$ cat src/rtl/uart_fifo_core.sv
// Single-clock UART with per-direction prescalers, 16x RX oversampling and TX/RX FIFOs.
// Define UART_PARITY_EN to add the parity bit, its control ports and rx_parity_err.
module uart_fifo_core_fifo #(
    parameter int W     = 8,
    parameter int DEPTH = 4
) (
    input  logic         clk,
    input  logic         reset_n,
    input  logic         push,
    input  logic         pop,
    input  logic [W-1:0] wdata,
    output logic [W-1:0] rdata,
    output logic         full,
    output logic         empty
);
    localparam int AW = $clog2(DEPTH);

    logic [W-1:0] mem [DEPTH];
    logic [AW:0]  wp, rp;

    always_ff @(posedge clk or negedge reset_n) begin
        if (!reset_n) begin
            wp <= '0;
            rp <= '0;
            for (int i = 0; i < DEPTH; i++) mem[i] <= '0;
        end else begin
            if (push) begin
                mem[wp[AW-1:0]] <= wdata;
                wp <= wp + 1'b1;
            end
            if (pop) rp <= rp + 1'b1;
        end
    end

    // Extra pointer bit distinguishes full from empty.
    assign empty = (wp == rp);
    assign full  = (wp[AW] != rp[AW]) && (wp[AW-1:0] == rp[AW-1:0]);
    assign rdata = mem[rp[AW-1:0]];
endmodule

module uart_fifo_core #(
    parameter int DATA_BITS  = 8,
    parameter int DIV_W      = 16,
    parameter int FIFO_DEPTH = 4
) (
    input  logic                 clk,
    input  logic                 reset_n,
    input  logic [DIV_W-1:0]     baud_div,
    input  logic                 two_stop,
    input  logic                 tx_valid,
    input  logic [DATA_BITS-1:0] tx_data,
    output logic                 tx_ready,
    output logic                 tx_out,
    output logic                 tx_busy,
    input  logic                 rx_in,
    output logic                 rx_valid,
    output logic [DATA_BITS-1:0] rx_data,
    input  logic                 rx_ready,
    output logic                 rx_frame_err,
    output logic                 rx_overrun,
    input  logic                 err_clr
`ifdef UART_PARITY_EN
    ,
    input  logic                 parity_en,
    input  logic                 parity_odd,
    output logic                 rx_parity_err
`endif
);
    localparam logic [3:0] LAST_BIT = 4'(DATA_BITS - 1);

    typedef enum logic [2:0] {
        T_IDLE, T_START, T_DATA,
`ifdef UART_PARITY_EN
        T_PAR,
`endif
        T_STOP
    } tx_state_t;

    typedef enum logic [2:0] {
        R_IDLE, R_START, R_DATA,
`ifdef UART_PARITY_EN
        R_PAR,
`endif
        R_STOP, R_WAIT
    } rx_state_t;

    // ---------------- TX ----------------
    tx_state_t            tx_state, tx_next;
    logic [DIV_W-1:0]     tx_cnt;
    logic [3:0]           tx_sub, tx_bit_cnt;
    logic                 tx_stop2, tx_pop, tx_line, tx_full, tx_empty, tx_tick, tx_bit_end;
    logic [DATA_BITS-1:0] tx_shift, tx_head;
`ifdef UART_PARITY_EN
    logic                 tx_par;
`endif

    uart_fifo_core_fifo #(.W(DATA_BITS), .DEPTH(FIFO_DEPTH)) u_tx_fifo (
        .clk(clk), .reset_n(reset_n), .push(tx_valid && !tx_full), .pop(tx_pop),
        .wdata(tx_data), .rdata(tx_head), .full(tx_full), .empty(tx_empty)
    );

    assign tx_ready   = !tx_full;
    assign tx_tick    = (tx_cnt >= baud_div);
    assign tx_bit_end = tx_tick && (tx_sub == 4'd15);

    always_ff @(posedge clk or negedge reset_n) begin
        if (!reset_n) tx_state <= T_IDLE;
        else          tx_state <= tx_next;
    end

    always_comb begin
        tx_next = tx_state;
        tx_pop  = 1'b0;
        tx_line = 1'b1;
        case (tx_state)
            T_IDLE: if (!tx_empty) begin
                tx_next = T_START;
                tx_pop  = 1'b1;
            end
            T_START: begin
                tx_line = 1'b0;
                if (tx_bit_end) tx_next = T_DATA;
            end
            T_DATA: begin
                tx_line = tx_shift[0];
                if (tx_bit_end && tx_bit_cnt == LAST_BIT) begin
`ifdef UART_PARITY_EN
                    tx_next = parity_en ? T_PAR : T_STOP;
`else
                    tx_next = T_STOP;
`endif
                end
            end
`ifdef UART_PARITY_EN
            T_PAR: begin
                tx_line = tx_par;
                if (tx_bit_end) tx_next = T_STOP;
            end
`endif
            T_STOP: if (tx_bit_end && (!two_stop || tx_stop2)) begin
                // Chain straight into the next frame when more data is waiting.
                if (!tx_empty) begin
                    tx_next = T_START;
                    tx_pop  = 1'b1;
                end else begin
                    tx_next = T_IDLE;
                end
            end
            default: tx_next = T_IDLE;
        endcase
    end

    always_ff @(posedge clk or negedge reset_n) begin
        if (!reset_n) begin
            tx_cnt     <= '0;
            tx_sub     <= '0;
            tx_bit_cnt <= '0;
            tx_stop2   <= 1'b0;
            tx_shift   <= '0;
`ifdef UART_PARITY_EN
            tx_par     <= 1'b0;
`endif
        end else begin
            if (tx_state == T_IDLE) tx_cnt <= '0;
            else if (tx_tick)       tx_cnt <= '0;
            else                    tx_cnt <= tx_cnt + 1'b1;

            if (tx_pop) begin
                tx_shift   <= tx_head;
                tx_sub     <= '0;
                tx_bit_cnt <= '0;
                tx_stop2   <= 1'b0;
`ifdef UART_PARITY_EN
                tx_par     <= (^tx_head) ^ parity_odd;
`endif
            end else if (tx_state != T_IDLE && tx_tick) begin
                tx_sub <= tx_sub + 4'd1;
                if (tx_sub == 4'd15) begin
                    if (tx_state == T_DATA) begin
                        tx_shift   <= tx_shift >> 1;
                        tx_bit_cnt <= tx_bit_cnt + 4'd1;
                    end
                    if (tx_state == T_STOP) tx_stop2 <= 1'b1;
                end
            end
        end
    end

    // Registered pin drivers keep tx_out glitch-free.
    always_ff @(posedge clk or negedge reset_n) begin
        if (!reset_n) begin
            tx_out  <= 1'b1;
            tx_busy <= 1'b0;
        end else begin
            tx_out  <= tx_line;
            tx_busy <= (tx_state != T_IDLE);
        end
    end

    // ---------------- RX ----------------
    rx_state_t            rx_state, rx_next;
    logic [1:0]           rx_sync;
    logic                 rx_s, rx_tick, rx_mid, rx_end, rx_start_det;
    logic [DIV_W-1:0]     rx_cnt;
    logic [3:0]           rx_sub, rx_bit_cnt;
    logic [DATA_BITS-1:0] rx_shift, rx_word_q;
    logic                 rx_push_set, rx_ferr_set, rx_push_q, rx_pop, rx_full, rx_empty;
`ifdef UART_PARITY_EN
    logic                 rx_perr_set, rx_par_bad;
`endif

    always_ff @(posedge clk or negedge reset_n) begin
        if (!reset_n) rx_sync <= 2'b11;
        else          rx_sync <= {rx_sync[0], rx_in};
    end

    assign rx_s         = rx_sync[1];
    assign rx_tick      = (rx_cnt >= baud_div);
    assign rx_mid       = rx_tick && (rx_sub == 4'd7);
    assign rx_end       = rx_tick && (rx_sub == 4'd15);
    assign rx_start_det = (rx_state == R_IDLE) && !rx_s;

    always_ff @(posedge clk or negedge reset_n) begin
        if (!reset_n) rx_state <= R_IDLE;
        else          rx_state <= rx_next;
    end

    always_comb begin
        rx_next     = rx_state;
        rx_push_set = 1'b0;
        rx_ferr_set = 1'b0;
`ifdef UART_PARITY_EN
        rx_perr_set = 1'b0;
`endif
        case (rx_state)
            R_IDLE:  if (!rx_s) rx_next = R_START;
            R_START: begin
                if (rx_mid && rx_s) rx_next = R_IDLE;
                else if (rx_end)    rx_next = R_DATA;
            end
            R_DATA: if (rx_end && rx_bit_cnt == LAST_BIT) begin
`ifdef UART_PARITY_EN
                rx_next = parity_en ? R_PAR : R_STOP;
`else
                rx_next = R_STOP;
`endif
            end
`ifdef UART_PARITY_EN
            R_PAR: begin
                if (rx_mid) rx_perr_set = (rx_s != ((^rx_shift) ^ parity_odd));
                if (rx_end) rx_next = R_STOP;
            end
`endif
            R_STOP: if (rx_mid) begin
                // Leave at mid-stop so the next start edge is never missed.
                if (rx_s) begin
                    rx_next = R_IDLE;
`ifdef UART_PARITY_EN
                    rx_push_set = !rx_par_bad;
`else
                    rx_push_set = 1'b1;
`endif
                end else begin
                    rx_next     = R_WAIT;
                    rx_ferr_set = 1'b1;
                end
            end
            R_WAIT:  if (rx_s) rx_next = R_IDLE;
            default: rx_next = R_IDLE;
        endcase
    end

    always_ff @(posedge clk or negedge reset_n) begin
        if (!reset_n) begin
            rx_cnt     <= '0;
            rx_sub     <= '0;
            rx_bit_cnt <= '0;
            rx_shift   <= '0;
            rx_word_q  <= '0;
            rx_push_q  <= 1'b0;
`ifdef UART_PARITY_EN
            rx_par_bad <= 1'b0;
`endif
        end else begin
            if (rx_start_det || rx_tick) rx_cnt <= '0;
            else                         rx_cnt <= rx_cnt + 1'b1;

            if (rx_start_det) begin
                rx_sub     <= '0;
                rx_bit_cnt <= '0;
`ifdef UART_PARITY_EN
                rx_par_bad <= 1'b0;
`endif
            end else if (rx_tick) begin
                rx_sub <= rx_sub + 4'd1;
                if (rx_mid && rx_state == R_DATA) rx_shift <= {rx_s, rx_shift[DATA_BITS-1:1]};
                if (rx_end && rx_state == R_DATA) rx_bit_cnt <= rx_bit_cnt + 4'd1;
`ifdef UART_PARITY_EN
                if (rx_perr_set) rx_par_bad <= 1'b1;
`endif
            end

            rx_push_q <= rx_push_set;
            if (rx_push_set) rx_word_q <= rx_shift;
        end
    end

    assign rx_pop   = rx_valid && rx_ready;
    assign rx_valid = !rx_empty;

    uart_fifo_core_fifo #(.W(DATA_BITS), .DEPTH(FIFO_DEPTH)) u_rx_fifo (
        .clk(clk), .reset_n(reset_n), .push(rx_push_q && (!rx_full || rx_pop)), .pop(rx_pop),
        .wdata(rx_word_q), .rdata(rx_data), .full(rx_full), .empty(rx_empty)
    );

    // Sticky flags: a set in the same cycle as err_clr wins.
    always_ff @(posedge clk or negedge reset_n) begin
        if (!reset_n) begin
            rx_frame_err  <= 1'b0;
            rx_overrun    <= 1'b0;
`ifdef UART_PARITY_EN
            rx_parity_err <= 1'b0;
`endif
        end else begin
            rx_frame_err  <= rx_ferr_set || (rx_frame_err && !err_clr);
            rx_overrun    <= (rx_push_q && rx_full && !rx_pop) || (rx_overrun && !err_clr);
`ifdef UART_PARITY_EN
            rx_parity_err <= rx_perr_set || (rx_parity_err && !err_clr);
`endif
        end
    end
endmodule

$ cat config.mk
export PLATFORM = sky130hd
export DESIGN_NAME = uart_fifo_core
export DESIGN_NICKNAME = d
export VERILOG_FILES = /design/src/rtl/uart_fifo_core.sv
export SDC_FILE = /design/constraint.sdc
export NUM_CORES = 1
export LEC_CHECK = 0
export ABC_AREA = 1
export BUFFER_PORTS_ARGS = -buffer_cell sky130_fd_sc_hd__buf_4
export CAP_MARGIN = 20
export CORE_MARGIN = 2
export CORE_UTILIZATION = 64
export CTS_BUF_LIST = sky130_fd_sc_hd__clkbuf_4
export DETAILED_ROUTE_END_ITERATION = 8
export GPL_ROUTABILITY_DRIVEN = 0
export HOLD_SLACK_MARGIN = 0.02
export PLACE_DENSITY = 0.91
export SYNTH_ARGS = -nofsm -noshare
export SYNTH_HDL_FRONTEND = slang
export SYNTH_SLANG_ARGS = --single-unit
$ cat constraint.sdc
create_clock -name clk -period 2.38 [get_ports clk]
set_clock_uncertainty 0.1 [all_clocks]
set_input_delay 0.595 -clock clk [delete_from_list [all_inputs] [get_ports clk]]
set_output_delay 0.595 -clock clk [all_outputs]
set_load 0.01 [all_outputs]
## Yosys cells after proc, flatten, opt, wreduce, memory -nomap -nowiden

Cells that the tools add are included.

- Add/subtract/negate cells: 10
- Order comparisons: 8
- Eq/ne operators: 27
- Muxes and demuxes: 58
- Bitwise gates (word level): 5
- Reduce and logical (&&, ||, !) cells: 49

Operators with widths:

| kind | count |
|---|---|
| $mux W8 | 10 |
| $bwmux W32 | 2 |
| $mux W16 | 3 |
| $mux W4 | 11 |
| $mux W3 | 11 |
| $add A16 B1 Y16 const B | 2 |
| $bmux W8 S2 | 2 |
| $demux W8 S2 | 2 |
| $ge A16 B16 Y1 | 2 |
| $logic_and A1 B1 Y1 | 22 |
| $add A4 B1 Y4 const B | 4 |
| $ne A2 B2 Y1 const B | 8 |
| $pmux W3 S5 | 1 |
| $mux W1 | 13 |
| $add A3 B1 Y3 const B | 4 |
| $eq A3 B2 Y1 const B | 4 |
| $eq A4 B3 Y1 const B | 3 |
| $ge A3 B3 Y1 const B | 4 |
| $not A2 Y3 | 4 |
| $pmux W3 S4 | 1 |
| $reduce_bool A2 Y1 | 6 |
| $reduce_and A3 Y1 | 3 |
| $eq A4 B4 Y1 const B | 2 |
| $logic_not A1 Y1 | 7 |
| 15 further kinds | 26 |

- Register bits: 162
- Output and inout bits: 14
- Logic and storage cells: 187

## Logic depth before layout (Yosys ltp)

Gate-level depths: netlist of the first run.

- Word-level depth: 7
- Gate-level depth with buffers: 17
- Gate-level depth less buffers: 17

## Modules after synthesis

A second synthesis of the first run with hierarchy kept.

- Cell total of the unflattened synthesis: 1045
- Area total of the unflattened synthesis: 9042.4 um2

Modules (own cells, without submodules):

| module | instances | cells an instance | area an instance (um2) | seq. area each (um2) |
|---|---|---|---|---|
| uart_fifo_core | 1 | 623 | 5171.2 | 2130.8 |
| uart_fifo_core_fifo at u_rx_fifo | 1 | 215 | 1943.1 | 950.9 |
| uart_fifo_core_fifo at u_tx_fifo | 1 | 207 | 1928.1 | 950.9 |

## Worst setup path after synthesis of the first run

Ideal clock, no wire load.

- Path kind: input to register
- Start: in baud_div[11]
- End: reg rx_word_q[6]
- Library setup time: 0.117 ns
- Arrival: 1.988 ns
- Data required time: 2.163 ns
- Slack: 0.175 ns
- Stages: 14
- Path buffers: 1
- Cell sequence: inv_1 > ha_1 > nand2_1 > inv_2 > nand3_2 > nor3_2 > nand2_1 > nand3_4 > nand2_4 > inv_4 > nand3_4 > buf_6 > nand2_1 > o21ai_2

- Cells in the longest elaborated chain, start to end: 4

Ends and longest elaborated chain:

| what | line | RTL |
|---|---|---|
| from (decl) | 48 | `input logic [DIV_W-1:0] baud_div,` |
| $ge A16 B16 Y1 | 218 | `assign rx_tick = (rx_cnt >= baud_div);` |
| $logic_and A1 B1 Y1 | 219 | `assign rx_mid = rx_tick && (rx_sub == 4'd7);` |
| $mux W1 | 254 | `R_STOP: if (rx_mid) begin` |
| $mux W1 | 235 | `case (rx_state)` |
| to (signal assigned) | 304 | `if (rx_push_set) rx_word_q <= rx_shift;` |
| to (decl) | 206 | `logic [DATA_BITS-1:0] rx_shift, rx_word_q;` |

No other way between the ends.
A chain may end at the register's enable or synchronous reset.

## Worst setup path in the final report of the first run

- Start: reg u_rx_fifo.rp[0]
- End: out rx_data[6]

- Cells in the longest elaborated chain, start to end: 4

Ends and longest elaborated chain:

| what | line | RTL |
|---|---|---|
| from (decl) | 19 | `logic [AW:0] wp, rp;` |
| from (signal assigned) | 31 | `if (pop) rp <= rp + 1'b1;` |
| $not A2 Y3 (not written as such) | 38 | `assign rdata = mem[rp[AW-1:0]];` |
| $bmux W8 S2 | 38 |  |
| $mux W8 (not written as such) (2 in series) | 38 |  |
| to (decl) | 57 | `output logic [DATA_BITS-1:0] rx_data,` |

No other way between the ends. The select of a mux whose other input is x is not followed.

==> impl_results.md, run 1 <==
* Htree depth at 4
* CTS Sinks at 161
* Pin count of the biggest net entering global routing at 48
* Post-DP HPWL at 11,800 um
* Top sig layer: met4
* Post-layout util at 0.758
* Routed WL at 20,900 um
* Crit path buf inv count at 3
* Met3 WL post-DR at 1250 um
* Top post-synthesis cells by area: dfrtp_1, nand2_1, ha_1
* Global route total overflow at 0
* Crit path DAT at 1.82 ns
* FF+latch count, synth at 161
* CTS buffer count at 17
* CTS tree: done
* Fin crit period at 2.52 ns
* Lkg Pwr at 5.07 nW
* Die footprint at 0.0145 mm2
* Number of filler cells placed in the layout at 826
* PortBufs at 44
* CORE AREA at 0.0132 mm2
* Worst setup margin at -0.136 ns
* Register area at 0.00404 mm2
* DR vias at 7,097
* Worst setup EP type: primary output
* Die span in y at 120 um
* Synth top area share at 0.455
* Initial antenna violation count at 1
* Slew @ Worst Pin at 0.879 ns
* Critical-path maximum fanout at 5
* 1st-pass router iterations at 6
* Root buf cell: clkbuf_4
* Ratio of cells with drive above 1 in the final layout at 0.260
* Vias in the first global route at 6,660
* Synth warn at 0
* Mean Syn Cell Area at 9.28 um2
* CP max stage cell: dfrtp_2
* Initial Utilization at 0.656
* First-pass GRT wire length at 31,300 um
* Power per cell area at 750 mW/mm2
* Row Count at 42
* Most common cell after layout, fill and taps aside: nand2_1
* Fmax at 398 MHz
* Slew Viols, Final at 0
* Critical Setup Path Class: flop to primary output
* Max-cap violations at 0
* Clock-pin slew on the worst setup and hold paths at 0.13 ns
* WL/cell at 17.1 um
* Clock Path Buffers at 2
* DIE WIDTH at 120 um
* Post-synth top area cell: dfrtp_1
* Worst Hold Class: input pin to flop
* 1st-iter DRT viols at 626
* Post-Syn Instances at 936
* Area of the multi-input gates at 0.00430 mm2
* Post-route antenna net violation count at 0
* DR WL met2 at 10,200 um
* Synthesized cell area at 0.00868 mm2
* CP top delay family: flip-flops
* Status: finished, violations left
* Final nets at 1,116
* Drc violations at 0
* Failing checks: setup timing
* Max-slew headroom at 0.409
* Area grow syn2layout at 15.7%
* Worst-path cell chain: buf_6 > clkinvlp_4 > o21ai_1 > o22ai_2 > buf_4
* Most frequent cells in the layout: nand2_1, dfrtp_1, inv_1
* I/O pin count at 45
* Maximum vdd drop at 0.726 mV
* Design Power at 7.53 mW
* Setup violators final at 10
* Skew-Pair Late Insertion Delay at 0.61 ns
* Endpoints failing hold at 0
* Fin crit share at 1.06
* Syn nets at 1,019
* Crit start category: flop
* Met1 WL at 8520 um
* RSZ-0062 raised after global routing: yes
* R2R setup slack at -0.03 ns
* GRT Total Usage at 0.271
* CP peak stage delay at 0.49 ns
* WP data required at 1.68 ns
* Distinct cells, synth at 47
* DR vias/cell at 5.80
* Register area share after synthesis at 0.464
==> metal layers <==
| metal | global-route usage | up-vias |
|---|---|---|
| li1 | - | 3251 |
| met5 | 0 | - |
| met1 | 0.366 | 3439 |
| met3 | 0.0448 | 92 |
| met2 | 0.439 | 315 |
| met4 | 0.112 | 0 |
==> final timing paths <==
path	start	to	cells after the start
max in group asynchronous	reset_n	rx_sync[1]	3
min reg2reg	rx_sync[0]	rx_sync[1]	0
max	u_rx_fifo.rp[0]	rx_data[6]	5
max reg2reg	rx_cnt[11]	rx_sub[2]	11
min in group asynchronous	reset_n	tx_cnt[1]	2
min	err_clr	rx_overrun	2
==> cells in the mapped netlist, drive strengths merged <==
| cell | n |
|---|---|
| o21ai | 102 |
| a21o | 1 |
| nor3b | 7 |
| mux2 | 32 |
| clkbuf | 5 |
| buf | 15 |
| nand3b | 1 |
| ha | 52 |
| dfstp | 3 |
| xor2 | 18 |
| a31oi | 1 |
| nand3 | 32 |
| nor4 | 1 |
| o21bai | 1 |
| o22ai | 16 |
| dfrtp | 158 |
| o21a | 1 |
| xnor2 | 14 |
| nor2 | 105 |
| nand4 | 11 |
| clkinv | 1 |
| nor3 | 22 |
| or2 | 1 |
| a21oi | 29 |
| nand2 | 201 |
| inv | 106 |
==> through the flow <==
step / area, um2 / hold slack, ns / instances / setup slack [ns] / TNS, ns
finish: 10000 / 0.0790 / 1223 / -0.136 / -0.575
floorplan: 8680 / 0.199 / 936 / 0.175 / 0
global placement: 9310 / 0.253 / 1155 / -0.00652 / -0.0411
global route: 10000 / 0.0581 / 1223 / -0.189 / -1.36
detailed placement: 9310 / 0.247 / 1155 / -0.0893 / -1.51
CTS: 9750 / 0.0693 / 1210 / -0.0305 / -0.221
==> area by class of cell <==
| class | instances | area share |
|---|---|---|
| sequential | 161 | 0.403 |
| multi-input combinational | 649 | 0.428 |
| timing repair buffer | 95 | 0.0809 |
| inverter | 107 | 0.0410 |
| tap | 176 | 0.0219 |
| antenna | 1 | 0.000249 |
| timing repair inverter | 2 | 0.00149 |
| clock inverter | 15 | 0.0110 |
| clock buffer | 17 | 0.0127 |
==> power breakdown <==
group / internal, mW / total [mW] / leakage, nW / switching, mW
Sequential: 3.22 / 3.56 / 2.13 / 0.338
Combinational: 0.980 / 2.50 / 2.83 / 1.52
Clock: 0.415 / 1.46 / 0.111 / 1.05
==> state kept, by name (all words and copies together), names as in the netlist, 2 cells and up <==
signal	cells
u_rx_fifo.mem	32
u_tx_fifo.mem	32
rx_cnt	16
tx_cnt	16
rx_shift	8
rx_word_q	8
tx_shift	8
rx_bit_cnt	4
rx_sub	4
tx_bit_cnt	4
tx_sub	4
rx_state	3
u_rx_fifo.rp	3
u_rx_fifo.wp	3
u_tx_fifo.rp	3
u_tx_fifo.wp	3
rx_sync	2
tx_state	2
==> repair_timing <==
| item | 4_1_cts | 5_1_grt |
|---|---|---|
| buffers inserted | 18 | 12 |
| gates resized for setup | 21 | 58 |
| cloned | 3 | 2 |
| endpoints found under the hold margin | 43 | 0 |
| pin swaps | 6 | 12 |
| endpoints found under the setup margin | 9 | 37 |
| hold buffers | 2 | 0 |
==> logic make-up (layout without fill, tap and decap cells) <==
kind of cell	count (synthesis)	after routing	share of synthesized area
mux	32	32	0.0553
other cells	0	1	0
buf+inv	127	236	0.0618
simple gates	381	382	0.214
fa+ha+maj	52	52	0.0749
compound gates	151	151	0.0955
flops	161	161	0.464
xor+xnor	32	32	0.0340
No activity file was read; power rests on OpenSTA's default activity.
==> run 2, diff against run 1 <==
- ABC_AREA: 1 -> default
- CORE_ASPECT_RATIO: default -> 0.75
- CORE_UTILIZATION: 64 -> 63
- PLACE_DENSITY: 0.91 -> 0.9
==> run 2 against run 1 <==
Against the previous run: worst hold slack improved by 0.10 ns; register-to-register slack barely moved; fmax fell by 0.99%; wire length fell by 10%; first-iteration DRC count fell by 20%; highest routed layer unchanged; worst setup slack got worse by 0.025 ns; clock power rose by 9%; die area fell by 4.8%; count of clock-buffer cells in the layout did not move; the flow still finishes with violations (setup timing); sequential share of layout area rose by 1.3 points; largest power group unchanged.
==> impl_results.md, run 2 <==
* Crit path DAT at 1.85 ns (was 1.82 ns)
* CP top delay family: multiplexers (was flip-flops)
* Number of filler cells placed in the layout at 670 (was 826)
* GRT Total Usage at 0.268 (was 0.271)
* Count leader, synth: dfrtp_1 (was nand2_1)
* Clock-pin slew on the worst setup and hold paths at 0.15 ns (was 0.13 ns)
* PortBufs at 44 (unchanged)
* FF+latch count, synth at 161 (unchanged)
* 1st-pass router iterations at 5 (was 6)
* Global route total overflow at 0 (unchanged)
* Post-synth top area cell: dfrtp_1 (unchanged)
* Ant. Diodes at 0 (was 1)
* Clock Path Buffers at 2 (unchanged)
* Worst R2R Start: rx_cnt[14] (was rx_cnt[11])
* CP max stage cell: mux4_2 (was dfrtp_2)
* Distinct cells, synth at 54 (was 47)
* Max-slew headroom at 0.571 (was 0.409)
* Mean Syn Cell Area at 12.1 um2 (was 9.28 um2)
* I/O pin count at 45 (unchanged)
* Pin count of the biggest net entering global routing at 57 (was 48)
* R2R setup slack at -0.02 ns (was -0.03 ns)
* Synth top area share at 0.487 (was 0.455)
* Clock share of power at 0.227 (was 0.194)
* Initial Utilization at 0.653 (was 0.656)
* Power per cell area at 720 mW/mm2 (was 750 mW/mm2)
* Worst setup margin at -0.161 ns (was -0.136 ns)
* CTS tree: done (unchanged)
* Setup violators final at 9 (was 10)
* CORE AREA at 0.0124 mm2 (was 0.0132 mm2)
* Skew-Pair Late Insertion Delay at 0.56 ns (was 0.61 ns)
* CTS Sinks at 161 (unchanged)
* Die footprint at 0.0138 mm2 (was 0.0145 mm2)
* Post-Syn Instances at 668 (was 936)
* Failing checks: setup timing (unchanged)
* Area grow syn2layout at 19.7% (was 15.7%)
* Regs by FF count: u_rx_fifo.mem: 32 flops, u_tx_fifo.mem: 32 flops (unchanged)
* Final nets at 863 (was 1,116)
* Synthesized cell area at 0.00812 mm2 (was 0.00868 mm2)
* Lkg Pwr at 4.83 nW (was 5.07 nW)
* Most common cell after layout, fill and taps aside: dfrtp_1 (was nand2_1)
* Most frequent cells in the layout: dfrtp_1, buf_4, mux2_2 (was nand2_1, dfrtp_1, inv_1)
* Async set or reset register ratio after synthesis at 1.00 (unchanged)
* Synth warn at 0 (unchanged)
* Critical-path maximum fanout at 4 (was 5)
* Row Count at 35 (was 42)
* Status: finished, violations left (unchanged)
* Syn nets at 751 (was 1,019)
* Dpl cells at 895 (was 1,155)
* Net Switching at 2.26 mW (was 2.91 mW)
* EDFF count, synth at 0 (unchanged)
* Hold endpoint: u_tx_fifo.mem[20] (was rx_overrun)
* Fin crit share at 1.07 (was 1.06)
* First-pass GRT wire length at 29,000 um (was 31,300 um)
* Critical Setup Path Class: flop to primary output (unchanged)
* Fin crit period at 2.54 ns (was 2.52 ns)
* Ratio of cells with drive above 1 in the final layout at 0.376 (was 0.260)
* Worst-path cell chain: clkbuf_16 > mux4_2 > buf_6 (was buf_6 > clkinvlp_4 > o21ai_1 > o22ai_2 > buf_4)
* Vias in the first global route at 6,001 (was 6,660)
* Register area share after synthesis at 0.497 (was 0.464)
* Max-cap violations at 0 (unchanged)
* Slew Viols, Final at 0 (unchanged)
* DR vias at 5,717 (was 7,097)
* Initial antenna violation count at 0 (was 1)
* Top FF cell, synth: dfrtp_1 (unchanged)
* Maximum vdd drop at 0.444 mV (was 0.726 mV)
* Hold depth at 2 (unchanged)
* Endpoints failing hold at 0 (unchanged)
* CP peak stage delay at 0.51 ns (was 0.49 ns)
* Design internal power at 4.74 mW (was 4.62 mW)
* Crit path buf inv count at 2 (was 3)
* RSZ-0062 raised after global routing: yes (unchanged)
* Sw frac at 0.322 (was 0.386)
* Root buf cell: clkbuf_4 (unchanged)
* Worst Hold Class: input pin to flop (unchanged)
* Slew @ Worst Pin at 0.637 ns (was 0.879 ns)
* DIE WIDTH at 135 um (was 120 um)
* DR vias/cell at 5.96 (was 5.80)
* Post-route antenna net violation count at 0 (unchanged)
* Drc violations at 0 (unchanged)
* Commonest cells post-synth: dfrtp_1, mux2_2, nor2_1, ha_1, nand2_1 (was nand2_1, dfrtp_1, inv_1, nor2_1, o21ai_0)
* Die span in y at 102 um (was 120 um)
* Worst setup EP type: primary output (unchanged)
* R2r endpoint: rx_shift[2] (was rx_sub[2])
* Post-DP HPWL at 11,700 um (was 11,800 um)
* WL/cell at 19.6 um (was 17.1 um)
* Top post-synthesis cells by area: dfrtp_1, mux2_2, ha_1 (was dfrtp_1, nand2_1, ha_1)
* Fmax at 394 MHz (was 398 MHz)
* Design Power at 7.00 mW (was 7.53 mW)
* Non-filler cells, final at 959 (was 1,223)
* FF-to-FF path depth at 8 (was 11)
* Sequential share of power at 0.501 (was 0.473)
* Crit start category: flop (unchanged)
* Routed WL at 18,800 um (was 20,900 um)
* WP data required at 1.68 ns (about the same)
* Htree depth at 4 (unchanged)
* 1st-iter DRT viols at 500 (was 626)
* CTS buffer count at 17 (unchanged)
* Hold path start: tx_data[4] (was err_clr)
* Logic pwr share at 0.272 (was 0.333)
==> run 2: cell types whose count changed in the layout (fill, tap and decap cells not counted), moves of 12 or more <==
cell,before,now
a21oi_1,24,12
o21ai_0,68,10
nand2_1,188,48
nor2_1,81,55
mux2i_1,0,14
mux2_2,0,77
o21ai_2,16,3
inv_1,94,25
o21ai_1,18,5
o22ai_1,12,0
nor2_2,15,1
mux4_2,0,16
mux2_4,32,6
==> run 2: how the worst max path moves through the flow <==
| stage | start | slack, ns | cells after the start | end |
|---|---|---|---|---|
| detailed placement | baud_div[0] | -0.46 | 9 | rx_shift[2] |
| floorplan | baud_div[13] | -0.007 | 9 | rx_word_q[0] |
| global placement | baud_div[0] | -0.37 | 10 | rx_bit_cnt[1] |
| CTS | u_rx_fifo.rp[0] | -0.19 | 3 | rx_data[0] |
| global route | u_rx_fifo.rp[0] | -0.21 | 3 | rx_data[0] |
| finish | u_rx_fifo.rp[0] | -0.16 | 3 | rx_data[5] |
==> run 2: what timing repair did <==
action / 4_1_cts / 5_1_grt
setup buffers: 17 / 10
hold buffers: 2 / 0
endpoints found under the hold margin: 51 / 0
endpoints found under the setup margin: 39 / 106
resized for setup: 28 / 31
pin swaps: 18 / 22
cloned: 1 / 2
==> run 2: per-layer routing <==
layer	vias up	share of wire	wire, um	GRT usage
li1	2583	-	-	-
met1	2920	0.43	8070	0.351
met2	187	0.51	9600	0.457
met3	27	0.047	876	0.0565
met4	0	0.013	246	0.0865
met5	-	0	0	0
==> run 2: cells by family (layout without fill, tap and decap cells) <==
family	Yosys count	count (layout)	synth area share
simple gates	193	194	0.117
fa+ha+maj	52	52	0.0802
buf+inv	46	169	0.0285
compound gates	57	58	0.0510
xor+xnor	45	45	0.0486
flops	161	161	0.497
mux	114	114	0.178
==> run 2: metrics by stage <==
| step | utilization | setup slack, ns | hold WS (ns) | instance area, um2 | setup TNS, ns |
|---|---|---|---|---|---|
| detailed placement | 0.714 | -0.459 | 0.255 | 8880 | -19.46 |
| CTS | 0.759 | -0.193 | 0.157 | 9440 | -1.46 |
| finish | 0.781 | -0.161 | 0.184 | 9720 | -1.18 |
| floorplan | - | -0.00695 | 0.199 | 8160 | -0.0556 |
| global route | 0.781 | -0.210 | 0.155 | 9720 | -3.25 |
| global placement | 0.714 | -0.368 | 0.246 | 8880 | -16.28 |
==> run 2: layout make-up <==
cell class              count  area, um2  area share
multi-input cells         463       4140       0.426
inverters                  31        119      0.0122
clock inverters            15        135      0.0139
well taps                 166        208      0.0214
flip-flops and latches    161       4030       0.415
clock buffers              17        128      0.0131
repair buffers            106        952      0.0980
==> run 2: power groups by stage <==
stage          registers [mW]  logic (mW)  clock network [mW]
2_1_floorplan            3.45        1.19                   0
3_3_place_gp             3.47        1.56                   0
3_5_place_dp             3.52        1.66                   0
4_1_cts                  3.47        1.72                1.58
5_1_grt                  3.55        2.06                1.71
6_report                 3.51        1.90                1.59
==> run 2: worst reg2reg max path: stages (launching register included) <==
cell,delay [ns]
dfrtp_1,0.44
ha_4,0.29
nand4_1,0.19
buf_4,0.20
o41ai_4,0.34
buf_6,0.19
nand2_4,0.06
buf_8,0.16
mux2_4,0.31
==> run 3, diff against run 2 <==
- SKIP_LAST_GASP: default -> 1
==> run 3 against run 2 <==
Against the previous run: the run still ends with setup timing left; wire length fell by 0.38%; first-iteration DRC count up 6.2%; global-route usage decreased by 0.055 points; power shrank 0.74%; combinational power barely moved; largest cell class unchanged.
==> impl_results.md, run 3 (synthesis gave the netlist of run 2 again) <==
* Die footprint at 0.0138 mm2 (unchanged)
* CTS buffer count at 17 (unchanged)
* WHS at 0.183 ns (was 0.184 ns)
* Design Power at 6.94 mW (was 7.00 mW)
* Crit start category: flop (unchanged)
* Ant. Diodes at 0 (unchanged)
* Die span in y at 102 um (unchanged)
* CTS Sinks at 161 (unchanged)
* Post-route antenna net violation count at 0 (unchanged)
* Crit path DAT at 1.83 ns (was 1.85 ns)
* Most common cell after layout, fill and taps aside: dfrtp_1 (unchanged)
* Hold path start: tx_data[0] (was tx_data[4])
* Fin crit period at 2.52 ns (was 2.54 ns)
* DIE WIDTH at 135 um (unchanged)
* Max-slew headroom at 0.564 (was 0.571)
* Fin crit share at 1.06 (was 1.07)
* R2r endpoint: rx_shift[1] (was rx_shift[2])
* RSZ-0062 raised after global routing: yes (unchanged)
* Non-filler cells, final at 960 (was 959)
* Maximum vdd drop at 0.443 mV (was 0.444 mV)
* Global route total overflow at 0 (unchanged)
* Lkg Pwr at 4.83 nW (about the same)
* Post-DP HPWL at 11,700 um (unchanged)
* Max-cap violations at 0 (unchanged)
* CTS tree: done (unchanged)
* Failing checks: setup timing (unchanged)
* Regs by FF count: u_rx_fifo.mem: 32 flops, u_tx_fifo.mem: 32 flops (unchanged)
* Vias in the first global route at 5,970 (was 6,001)
* Worst setup margin at -0.145 ns (was -0.161 ns)
* Pin count of the biggest net entering global routing at 57 (unchanged)
* Drc violations at 0 (unchanged)
* Htree depth at 4 (unchanged)
* GRT Total Usage at 0.268 (about the same)
* Critical Setup Path Class: flop to primary output (unchanged)
* Area grow syn2layout at 19.7% (unchanged)
* PortBufs at 44 (unchanged)
* Power per cell area at 715 mW/mm2 (was 720 mW/mm2)
* Hold depth at 2 (unchanged)
* Dpl cells at 895 (unchanged)
* Worst R2R Start: rx_cnt[0] (was rx_cnt[14])
* 1st-pass router iterations at 5 (unchanged)
* FF-to-FF path depth at 11 (was 8)
* Worst setup EP type: primary output (unchanged)
* CORE AREA at 0.0124 mm2 (unchanged)
* Clock Path Buffers at 2 (unchanged)
* Fmax at 396 MHz (was 394 MHz)
* Critical-path maximum fanout at 5 (was 4)
* Final nets at 864 (was 863)
* Hold endpoint: u_tx_fifo.mem[0] (was u_tx_fifo.mem[20])
* WL/cell at 19.5 um (was 19.6 um)
* Status: finished, violations left (unchanged)
* DR vias/cell at 5.97 (was 5.96)
* Slew Viols, Final at 0 (unchanged)
* Slew @ Worst Pin at 0.648 ns (was 0.637 ns)
* Root buf cell: clkbuf_4 (unchanged)
* Skew-Pair Late Insertion Delay at 0.56 ns (about the same)
* 1st-iter DRT viols at 531 (was 500)
* Most frequent cells in the layout: dfrtp_1, buf_4, mux2_2 (unchanged)
* Clock-pin slew on the worst setup and hold paths at 0.15 ns (about the same)
* Setup violators final at 17 (was 9)
* Initial antenna violation count at 0 (unchanged)
* Routed WL at 18,700 um (was 18,800 um)
* CP peak stage delay at 0.52 ns (was 0.51 ns)
* Endpoints failing hold at 0 (unchanged)
* Setup WS pre-CTS at -0.459 ns (unchanged)
* DR vias at 5,732 (was 5,717)
* I/O pin count at 45 (unchanged)
* Setup TNS at -1.15 ns (was -1.18 ns)
* Ratio of cells with drive above 1 in the final layout at 0.377 (was 0.376)
* Worst Hold Class: input pin to flop (unchanged)
* Row Count at 35 (unchanged)
* R2R setup slack at -0.02 ns (about the same)
* Worst-path cell chain: buf_12 > mux4_2 > buf_4 (was clkbuf_16 > mux4_2 > buf_6)
* WP data required at 1.68 ns (about the same)
* First-pass GRT wire length at 28,900 um (was 29,000 um)
* CP max stage cell: mux4_2 (unchanged)
* Initial Utilization at 0.653 (unchanged)
==> run 3: changes by cell type in the layout (fill, tap and decap cells not counted) <==
cell | before | now
buf_4 | 80 | 83
buf_6 | 17 | 15
==> run 3: worst max path at each step <==
stage                          from            end  slack [ns]  depth (start not counted)
floorplan              baud_div[13]   rx_word_q[0]      -0.007                          9
global placement        baud_div[0]  rx_bit_cnt[1]       -0.37                         10
global route        u_rx_fifo.rp[0]     rx_data[0]       -0.22                          3
finish              u_rx_fifo.rp[0]     rx_data[0]       -0.14                          3
detailed placement      baud_div[0]    rx_shift[2]       -0.46                          9
CTS                 u_rx_fifo.rp[0]     rx_data[0]       -0.20                          3
==> run 3: routing by layer <==
metal	GRT usage	vias up	share of wire
met4	0.0857	0	0.018
met2	0.456	207	0.51
li1	-	2586	-
met5	0	-	0
met3	0.0556	43	0.051
met1	0.352	2896	0.42
==> run 3: what timing repair did <==
| item | in CTS | in global routing |
|---|---|---|
| buffers inserted | 17 | 11 |
| hold endpoints to repair | 51 | 0 |
| resized for setup | 18 | 39 |
| pin swaps | 17 | 23 |
| endpoints found under the setup margin | 39 | 106 |
| cloned | 1 | 2 |
| hold buffers | 2 | 0 |
==> run 3: critical path: cells and delay by family (launching register included) <==
kind / cells / cell delay (ns)
multiplexers: 1 / 0.52
buffers and inverters: 2 / 0.30
flip-flops: 1 / 0.45
==> run 3: stage by stage <==
| stage | util | instance area, um2 |
|---|---|---|
| floorplan | - | 8160 |
| global placement | 0.714 | 8880 |
| detailed placement | 0.714 | 8880 |
| CTS | 0.756 | 9400 |
| global route | 0.781 | 9720 |
| finish | 0.781 | 9720 |
==> run 3: cell type report <==
type	instances	area, um2
clock inverters	15	135
flip-flops and latches	161	4030
multi-input cells	463	4140
inverters	31	119
well taps	166	208
clock buffers	17	128
fillers	659	2720
repair buffers	107	952
==> run 3: where the power goes <==
part           internal [mW]  switching (mW)
Sequential              3.17           0.313
Combinational           1.04           0.847
Clock                  0.525            1.05
